### config.mk
export PLATFORM = sky130hd
export DESIGN_NAME = rdata_response_arbiter
export DESIGN_NICKNAME = d
export VERILOG_FILES = /design/src/rtl/rdata_response_arbiter.sv
export SDC_FILE = /design/constraint.sdc
export NUM_CORES = 1
export LEC_CHECK = 0
export ABC_AREA = 1
export CORE_MARGIN = 2
export CORE_UTILIZATION = 26
export CTS_CLUSTER_DIAMETER = 50
export DETAILED_ROUTE_END_ITERATION = 7
export MAX_ROUTING_LAYER = met4
export PLACE_DENSITY = 0.51
export SYNTH_ARGS = -nofsm -noshare
export SYNTH_HDL_FRONTEND = slang
export SYNTH_SLANG_ARGS = --single-unit
### constraint.sdc
create_clock -name CLK -period 4.03 [get_ports CLK]
set_input_delay 0.806 -clock CLK [delete_from_list [all_inputs] [get_ports CLK]]
set_output_delay 0.806 -clock CLK [all_outputs]
set_load 0.01 [all_outputs]
### src/rtl/rdata_response_arbiter.sv
// Read-data response arbiter: routes one master read to the lowest-index
// decoded slave, waits for its data (bounded by an optional timeout) and
// returns a single-cycle response. Decode misses and timeouts answer with
// ERR_DATA and rerr=1.
//
//   state  | meaning
//   -------+----------------------------------------------------------
//   IDLE   | no transaction; a ren is accepted here
//   WAIT   | slave selected, slave_ren held, counting toward timeout
//   RESP   | one-cycle response strobe to the master
module rdata_response_arbiter #(
  parameter int unsigned NUM_SLAVES     = 3,
  parameter int unsigned DATA_WIDTH     = 32,
  parameter int unsigned TIMEOUT_CYCLES = 16,
  parameter logic [31:0] ERR_DATA       = 32'hBAD1_BAD1
) (
  input  logic                             CLK,
  input  logic                             RST,
  input  logic                             ren,
  input  logic [NUM_SLAVES-1:0]            addr_valid,
  input  logic [NUM_SLAVES*DATA_WIDTH-1:0] slave_rdata,
  input  logic [NUM_SLAVES-1:0]            slave_rvalid,
  output logic [NUM_SLAVES-1:0]            slave_ren,
  output logic                             busy,
  output logic [DATA_WIDTH-1:0]            rdata,
  output logic                             rvalid,
  output logic                             rerr
);

  localparam int SW = (NUM_SLAVES > 1) ? $clog2(NUM_SLAVES) : 1;
  localparam int CW = (TIMEOUT_CYCLES > 0) ? $clog2(TIMEOUT_CYCLES + 1) : 1;
  localparam bit TO_EN = (TIMEOUT_CYCLES > 0);
  // Counter saturates at TIMEOUT_CYCLES; with the timeout disabled it just
  // parks at 1 and is never compared.
  localparam logic [CW-1:0] CNT_SAT  = CW'((TIMEOUT_CYCLES > 0) ? TIMEOUT_CYCLES : 1);
  // Terminal count is seen in the last WAIT cycle, so exactly
  // TIMEOUT_CYCLES WAIT cycles elapse before the error response.
  localparam logic [CW-1:0] CNT_LAST = CW'((TIMEOUT_CYCLES > 0) ? TIMEOUT_CYCLES - 1 : 0);
  localparam logic [DATA_WIDTH-1:0] ERR_D = DATA_WIDTH'(ERR_DATA);

  typedef enum logic [1:0] {
    S_IDLE = 2'd0,
    S_WAIT = 2'd1,
    S_RESP = 2'd2
  } state_t;

  state_t                state_q, state_d;
  logic [SW-1:0]         sel_q, sel_d;
  logic [CW-1:0]         cnt_q, cnt_d;
  logic [DATA_WIDTH-1:0] data_q, data_d;
  logic                  err_q, err_d;

  logic [DATA_WIDTH-1:0] rd_arr [NUM_SLAVES];
  logic [SW-1:0]         hit_sel;
  logic                  hit_any;

  for (genvar g = 0; g < int'(NUM_SLAVES); g++) begin : g_unpack
    assign rd_arr[g] = slave_rdata[g*DATA_WIDTH +: DATA_WIDTH];
  end

  // Fixed-priority pick of the lowest-index decode hit (slave 0 highest)
  always_comb begin
    hit_sel = '0;
    for (int i = int'(NUM_SLAVES) - 1; i >= 0; i--) begin
      if (addr_valid[i]) hit_sel = SW'(i);
    end
  end

  assign hit_any = |addr_valid;

  // State register
  always_ff @(posedge CLK) begin
    if (RST) state_q <= S_IDLE;
    else     state_q <= state_d;
  end

  // Transaction context registers: selected slave, wait counter, response
  always_ff @(posedge CLK) begin
    if (RST) begin
      sel_q  <= '0;
      cnt_q  <= '0;
      data_q <= '0;
      err_q  <= 1'b0;
    end else begin
      sel_q  <= sel_d;
      cnt_q  <= cnt_d;
      data_q <= data_d;
      err_q  <= err_d;
    end
  end

  // Next-state and context update
  always_comb begin
    state_d = state_q;
    sel_d   = sel_q;
    cnt_d   = cnt_q;
    data_d  = data_q;
    err_d   = err_q;
    case (state_q)
      S_IDLE: begin
        if (ren) begin
          if (hit_any) begin
            sel_d = hit_sel;
            if (slave_rvalid[hit_sel]) begin
              data_d  = rd_arr[hit_sel];
              err_d   = 1'b0;
              state_d = S_RESP;
            end else begin
              cnt_d   = '0;
              state_d = S_WAIT;
            end
          end else begin
            data_d  = ERR_D;
            err_d   = 1'b1;
            state_d = S_RESP;
          end
        end
      end
      S_WAIT: begin
        // Real data beats a simultaneous terminal count
        if (slave_rvalid[sel_q]) begin
          data_d  = rd_arr[sel_q];
          err_d   = 1'b0;
          state_d = S_RESP;
        end else if (TO_EN && (cnt_q == CNT_LAST)) begin
          data_d  = ERR_D;
          err_d   = 1'b1;
          state_d = S_RESP;
        end else if (cnt_q != CNT_SAT) begin
          cnt_d = cnt_q + 1'b1;
        end
      end
      S_RESP: begin
        state_d = S_IDLE;
      end
      default: begin
        state_d = S_IDLE;
      end
    endcase
  end

  // Outputs: slave enable, busy and the gated response
  always_comb begin
    slave_ren = '0;
    if (!RST) begin
      if (state_q == S_IDLE && ren && hit_any) slave_ren[hit_sel] = 1'b1;
      else if (state_q == S_WAIT)              slave_ren[sel_q]   = 1'b1;
    end
    busy   = (state_q != S_IDLE);
    rvalid = (state_q == S_RESP);
    rdata  = rvalid ? data_q : '0;
    rerr   = rvalid & err_q;
  end

endmodule
# After elaboration in Yosys (flattened, before gate mapping)
# Index checks and enable logic that the tools add are counted.
# Widths: inputs -> output; s select.
[totals]
register_bits = 42
inputBits = 105
out_inout_bits = 38
elab_cells = 85
[op_classes]
addsub = 1
n_lt_le_gt_ge = 6
eq_ne = 12
mux = 46
n_bitwise = 3
n_reduce_logical = 12
[ops]
columns = ["op", "count"]
rows = [
  ["$mux 32", 10],
  ["$bmux 32 s2", 2],
  ["$pmux 32 s2", 1],
  ["$mux 5", 6],
  ["$mux 2", 8],
  ["$ne 2x2->1 const B", 6],
  ["$pmux 5 s2", 1],
  ["$mux 1", 9],
  ["$mux 3", 3],
  ["$reduce_and 7->1", 1],
  ["$ge 3x3->1 const B", 2],
  ["$lt 2x3->1 const B", 2],
  ["$ne 3x3->1 const B", 2],
  ["$not 2->3", 2],
  ["$add 5x1->5 const B", 1],
  ["$eq 5x4->1 const B", 1],
  ["$ne 5x5->1 const B", 1],
  ["$bmux 1 s2", 2],
  ["$demux 1 s2", 2],
  ["$ge 2x1->1 const B", 2],
  ["$logic_and 1x1->1", 4],
  ["$pmux 2 s2", 1],
  ["$reduce_and 4->1", 1],
  ["$reduce_bool 2->1", 2],
  ["other kinds (8)", 8],
]

# Longest topological paths before layout
# Gate-level depths: netlist of the first run.
[depth]
ltp_word = 11
depth_mapped = 12

# Worst setup path after synthesis of the first run
# OpenSTA, ideal clock, no wires.
[synth_timing]
path_type = "input -> output"
from = "input port addr_valid[0]"
to = "output port slave_ren[2]"
arrival_time_ps = 1732
t_required_ps = 3224
setup_slack_ps = 1492
cell_stages = 7
path_cell_list = "nor2_1 nand2_1 buf_2 buf_2 nor2_1 inv_1 a21oi_1"
[synth_via]
elab_chain_len = 7
elab_cells_between_ends = 10
[synth_rtl]
columns = ["item", "line", "source"]
rows = [
  ["start, declared", "20", "input logic [NUM_SLAVES-1:0] addr_valid,"],
  ["$mux 2", "65", "if (addr_valid[i]) hit_sel = SW'(i);"],
  ["$lt 2x3->1 (implied by the code) or $ge 2x1->1 (tied branches)", "146", "if (state_q == S_IDLE && ren && hit_any) slave_ren[hit_sel] = 1'b1;"],
  ["$logic_and 1x1->1 (implied by the code)", "146", ""],
  ["$mux 1 (implied by the code)", "146", ""],
  ["$demux 1 s2", "146", ""],
  ["$mux 3 *", "146", ""],
  ["$mux 3 *", "145", "if (!RST) begin"],
  ["end, declared", "23", "output logic [NUM_SLAVES-1:0] slave_ren,"],
]
# Mark *: on every way between the ends. The rest lies on a longest branch, timed or not.

# Worst setup path in the final report of the first run
# Same ends and word-level chain as after synthesis.

==> impl_metrics.tcl, run 1 <==
set metrics [dict create \
    synth_simple_gate_area_frac 0.548 \
    min_period_over_period 0.828 \
    report.final.slew_viol_count 0 \
    syn_area_per_cell_um2 5.07 \
    drtIter0Drc 283 \
    die_area_um2 15800 \
    place_ws_ns 0.716 \
    fin_nets 989 \
    start_util 0.266 \
    critPathArrivalTime_ns 2.53 \
    status "finished, final reports clean" \
    critPathRequiredTime_ns 3.22 \
    hold_buffers 0 \
    synthMuxAreaShare 0 \
    final_area_um2 5540 \
    first_global_vias 4324 \
    fp.coreArea_um2 14500 \
    diodes 0 \
    hold_violations 0 \
    worst_pin_slew_ns 0.996 \
    max-slew-margin-rel 0.335 \
    yosys_warnings 0 \
    setup_tns_ns 0 \
    synth_top_family_by_area "simple AND/OR/NAND/NOR gates" \
    gp_congestion 0.847 \
    ant_nets 0 \
    utilization 0.383 \
    rsz0062_at_grt "false" \
    place_hpwl_um 10600 \
    cts_tree "done" \
    final_cells 1066 \
    synth_area_leaders "nand2_1, dfxtp_1, nor2_1" \
    clock_latency_ns 0.28 \
    io_buffers 142 \
    synth_cell_type_count 26 \
    cts_root_buf "clkbuf_16" \
    ys_ff_latch 42 \
    period_minus_slack_ns 3.34 \
    cp_max_fo 3 \
    fin_ws_ns 0.691 \
    post_cts_buffers 0 \
    holdWs_ns 0.478 \
    clock.fmax_ghz 0.300 \
    drv_cap 0 \
    synth.largest_area_cell "nand2_1" \
    rows 44 \
    antenna_found_initial 0 \
    htreeDepth 2 \
    synth_cells 760 \
    post_cts_resized 0 \
    grt_remaining_overflow 0 \
    post_drt_wl_per_cell_um 13.8 \
    routed_wl_um 14700 \
    clock_skew_ns 0.00473 \
    die_w_um 126 \
    vdd_ir_drop_max_mv 0.201 \
    clk_pin_slew_ns 0.06 \
    drive_gt1_frac 0.0351 \
    power.density_nw_per_um2 274 \
    first_pass_iters 5 \
    grt_pass1_wl_um 23600 \
    track_usage 0.190 \
    cts_buffers 5 \
    clockBufferDepth 2 \
    num_vias 4753 \
    postPlaceCellArea_um2 5390 \
    worstSetupPathType "input pin to output pin" \
    dpl.cell_count 1058 \
    hp-class "flop to flop" \
    synth_top_area_share 0.324 \
    power_mw 1.52 \
    synthesis.nets 868 \
    synth_xor_area_frac 0.00227 \
    die_h_um 126 \
    clock_sinks 42 \
    finalSetupViolations 0 \
    syn_area_um2 3850 \
    synthAdderAreaFrac 0.00974 \
    area_delta_synth_final_pct 43.8 \
    ys_seq_area_frac 0.218 \
    synth_compound_area_frac 0.0844 \
    endpoint_kind "output pin" \
    drc 0 \
    vias_per_cell 4.46 \
    grt_max_degree 49 \
    io_pins 143 \
    p_leak_nw 2.66 \
    cp-start-kind "input pin" \
]
-- cell usage after synthesis --
cell,n
nand3_1,64
o21ai_1,1
a21oi_1,31
buf_6,3
o21ai_0,9
clkinv_1,1
nand4_1,1
clkbuf_1,9
buf_4,3
nor2_1,121
buf_1,4
xor2_1,1
inv_1,81
nand2_2,1
ha_1,3
nand3_2,1
a211oi_1,1
nor2_2,2
nor3_1,7
or2_2,1
nor2_4,1
o211ai_1,15
buf_2,20
inv_2,4
nand2_1,333
dfxtp_1,42
-- worst max-delay path: stages --
cell and delay (ns):
clkdlybuf4s50_1 0.46, nor2_1 0.19, nand2_1 0.09, nor2_1 0.09
inv_1 0.07, a21oi_1 0.24, clkdlybuf4s50_1 0.59
-- cell type report --
type / count / area (um2)
sequential: 42 / 841
fill: 1650 / 8940
tap: 184 / 230
clock inverter: 2 / 12.5
inverter: 86 / 323
clock buffer: 6 / 139
multi-input combinational: 593 / 2490
timing repair buffer: 153 / 1500
-- routing by layer --
metal | wire length, um | global-route usage | vias to the layer above
li1 | - | - | 2562
met1 | 7460 | 0.279 | 2044
met2 | 6390 | 0.278 | 136
met3 | 700 | 0.0174 | 11
met4 | 178 | 0.0477 | 0
met5 | 0 | - | -
-- state kept, by name, summed over array words and instances, names as in the netlist --
name	flops
data_q	32
state_q	2
err_q	1
sel_q	2
cnt_q	5
-- placed cells by master (no fill, tap or decap), types with 2 or more instances in the layout --
cell             netlist  routed
nor2_1               121     120
inv_1                 81      81
nor3_1                 7       7
a21oi_1               31      31
nand2_1              333     333
dfxtp_1               42      42
o21ai_0                9       9
nand3_1               64      63
clkbuf_16              0       5
inv_2                  4       4
clkdlybuf4s50_1        0     142
o211ai_1              15      15
nand3_2                1       2
nor2_2                 2       3
ha_1                   3       3
buf_4                  3      11
-- final timing paths --
kind            startpoint            to  slack, ns  depth (start not counted)
max          addr_valid[0]  slave_ren[2]       0.69                          7
min              data_q[9]     data_q[9]       0.48                          2
max reg2reg       sel_q[1]     data_q[6]       1.57                         11
min reg2reg      data_q[9]     data_q[9]       0.48                          2
-- power breakdown --
part	leakage (nW)	internal (mW)	total, mW	switching (mW)
Sequential	0.346	0.470	0.491	0.0205
Combinational	2.24	0.260	0.620	0.360
Clock	0.0729	0.245	0.409	0.163
-- cell families after synthesis --
group	count (synthesis)
buffers and inverters	125
AOI/OAI and AO/OA	57
adders and majority gates	3
DFF	42
xor gates and xnor gates	1
and+or+nand+nor	532
Power figures use the tool's default switching activity.
==> inputs of run 2 (changes only) <==
==> constraint.sdc (replaced) <==
create_clock -name CLK -period 3.4 [get_ports CLK]
set_input_delay 0.68 -clock CLK [delete_from_list [all_inputs] [get_ports CLK]]
set_output_delay 0.68 -clock CLK [all_outputs]
set_load 0.01 [all_outputs]
==> run 2 against run 1 <==
Effect of this change:
- combinational power increased by 20%
- non-clock buffer count increased by 7
- wire length decreased by 0.55%
- via count rose by 0.19%
- utilization is 0.69 points higher
- critical endpoint unchanged
- die area stayed put
- power grew 29%
==> impl_metrics.tcl, run 2 (synthesis results as in run 1) <==
set metrics [dict create \
    status "finished, final reports clean" \
    cpPeakStageDelay_ns 0.59 \
    clock.fmax_ghz 0.321 \
    post_cts_resized 0 \
    area_delta_synth_final_pct 46.4 \
    first_global_vias 4445 \
    final_cells 1073 \
    top_register "data_q" \
    first_pass_iters 5 \
    track_usage 0.188 \
    gp_congestion 0.859 \
    rsz0062_at_grt "false" \
    largest_registers "data_q: 32 flops, cnt_q: 5 flops" \
    cp_slowest_cell "clkdlybuf4s50_1" \
    min_period_over_period 0.917 \
    min_to "err_q" \
    period_minus_slack_ns 3.12 \
    dpl.cell_count 1065 \
    cts_root_buf "clkbuf_16" \
    hold_violations 0 \
    cell_internal_pwr_mw 1.32 \
    cp_max_fo 3 \
    endpoint_kind "output pin" \
    num_vias 4762 \
    clock_sinks 42 \
    critPathRequiredTime_ns 2.72 \
    grt_remaining_overflow 0 \
    clk_pin_slew_ns 0.06 \
    routed_wl_um 14600 \
    r2r-start "sel_q[1]" \
    p_comb_frac 0.378 \
    post_cts_buffers 0 \
    antenna_found_initial 0 \
    fillers 1611 \
    drive_gt1_frac 0.0427 \
    clock_skew_ns 0.00635 \
    largest_reg_flops 32 \
    report.final.slew_viol_count 0 \
    vdd_ir_drop_max_mv 0.205 \
    seqPwrFrac 0.295 \
    reg2reg_depth 10 \
    drc 0 \
    io_buffers 142 \
    layout.cells.most_common "nand2_1" \
    min_from "err_q" \
    ant_nets 0 \
    power.density_nw_per_um2 348 \
    ff2ff_setup_slack_ns 0.98 \
    rows 44 \
    fin_ws_ns 0.282 \
    fp.coreArea_um2 14500 \
    cts_buffers 5 \
    switching_share 0.330 \
    die_h_um 126 \
    start_util 0.266 \
    io_pins 143 \
    clkPwrFrac 0.326 \
    switchingPower_mw 0.649 \
    clockBufferDepth 2 \
    place_ws_ns 0.340 \
    drv_cap 0 \
    die_area_um2 15800 \
    grt_pass1_wl_um 23500 \
    die_w_um 126 \
    reg2reg_to "data_q[6]" \
    critPathArrivalTime_ns 2.44 \
    p_leak_nw 2.72 \
    cts_tree "done" \
    utilization 0.390 \
    crit_chain "clkdlybuf4s50_1 > nor2_1 > nand2_1 > nor2_1 > inv_1 > a21oi_1 > clkdlybuf4s50_1" \
    fin_nets 996 \
    worstSetupPathType "input pin to output pin" \
    hold_buffers 0 \
    worst_pin_slew_ns 0.591 \
    finalSetupViolations 0 \
    post_drt_wl_per_cell_um 13.6 \
    diodes 0 \
    drtIter0Drc 292 \
    htreeDepth 2 \
    max-slew-margin-rel 0.605 \
    power_mw 1.97 \
    layout_common_cells "nand2_1, clkdlybuf4s50_1, nor2_1" \
    hp-class "flop to flop" \
    setup_tns_ns 0 \
    cp-start-kind "input pin" \
    grt_max_degree 49 \
    min_path_cells 2 \
    vias_per_cell 4.44 \
    place_hpwl_um 11000 \
    clock_latency_ns 0.29 \
]
[run 2: area by class of cell]
type,count,area [um2],share of cell area
multi-input cells,593,2490,0.442
repair buffers,160,1560,0.276
flip-flops and latches,42,841,0.149
inverters,86,323,0.0572
well taps,184,230,0.0408
clock buffers,6,139,0.0246
clock inverters,2,60.1,0.0106
[run 2: worst max-delay path by stage]
stage               slack [ns]  depth (start not counted)          start      endpoint
detailed placement        0.34                          7  addr_valid[0]  slave_ren[2]
CTS                       0.34                          7  addr_valid[0]  slave_ren[2]
finish                    0.28                          7  addr_valid[0]  slave_ren[2]
floorplan                 1.11                          7  addr_valid[0]  slave_ren[2]
global placement          0.34                          7  addr_valid[0]  slave_ren[2]
global route              0.21                          7  addr_valid[0]  slave_ren[2]
[run 2: power by group through the flow]
stage | combinational (mW) | clock [mW] | sequential [mW]
after floorplan | 0.448 | 0 | 0.585
after global placement | 0.747 | 0 | 0.591
after detailed placement | 0.746 | 0 | 0.591
after CTS | 0.749 | 0.653 | 0.581
after global routing | 0.842 | 0.677 | 0.588
final | 0.744 | 0.641 | 0.581
[run 2: through the flow]
stage	hold WS, ns	cell area (um2)
final	0.476	5640
after global routing	0.509	5640
after CTS	0.477	5640
after detailed placement	0.466	5440
after global placement	0.461	5440
after floorplan	0.447	3850
[run 2: per-layer routing]
layer  vias up  share of wire  global-route usage  wire, um
li1       2573              -                   -         -
met1      2027           0.51               0.279      7470
met2       148           0.43               0.276      6280
met3        14          0.046              0.0170       670
met4         0          0.015              0.0418       223
met5         -              0                   -         0
[run 2: critical path: cells and delay by family]
| kind | cells | cell delay (ns) |
|---|---|---|
| AO/OA/AOI/OAI | 1 | 0.24 |
| buffers and inverters | 3 | 1.12 |
| AND/OR/NAND/NOR | 3 | 0.38 |
==> inputs of run 3 (changes only) <==
--- a/config.mk
+++ b/config.mk
@@ -10,6 +10,7 @@
 export CORE_UTILIZATION = 26
 export CTS_CLUSTER_DIAMETER = 50
 export DETAILED_ROUTE_END_ITERATION = 7
+export GPL_ROUTABILITY_DRIVEN = 0
 export MAX_ROUTING_LAYER = met4
 export PLACE_DENSITY = 0.51
 export SYNTH_ARGS = -nofsm -noshare
==> results of run 3 <==
No change in the layout: final DEF, timing and power equal those of run 2.
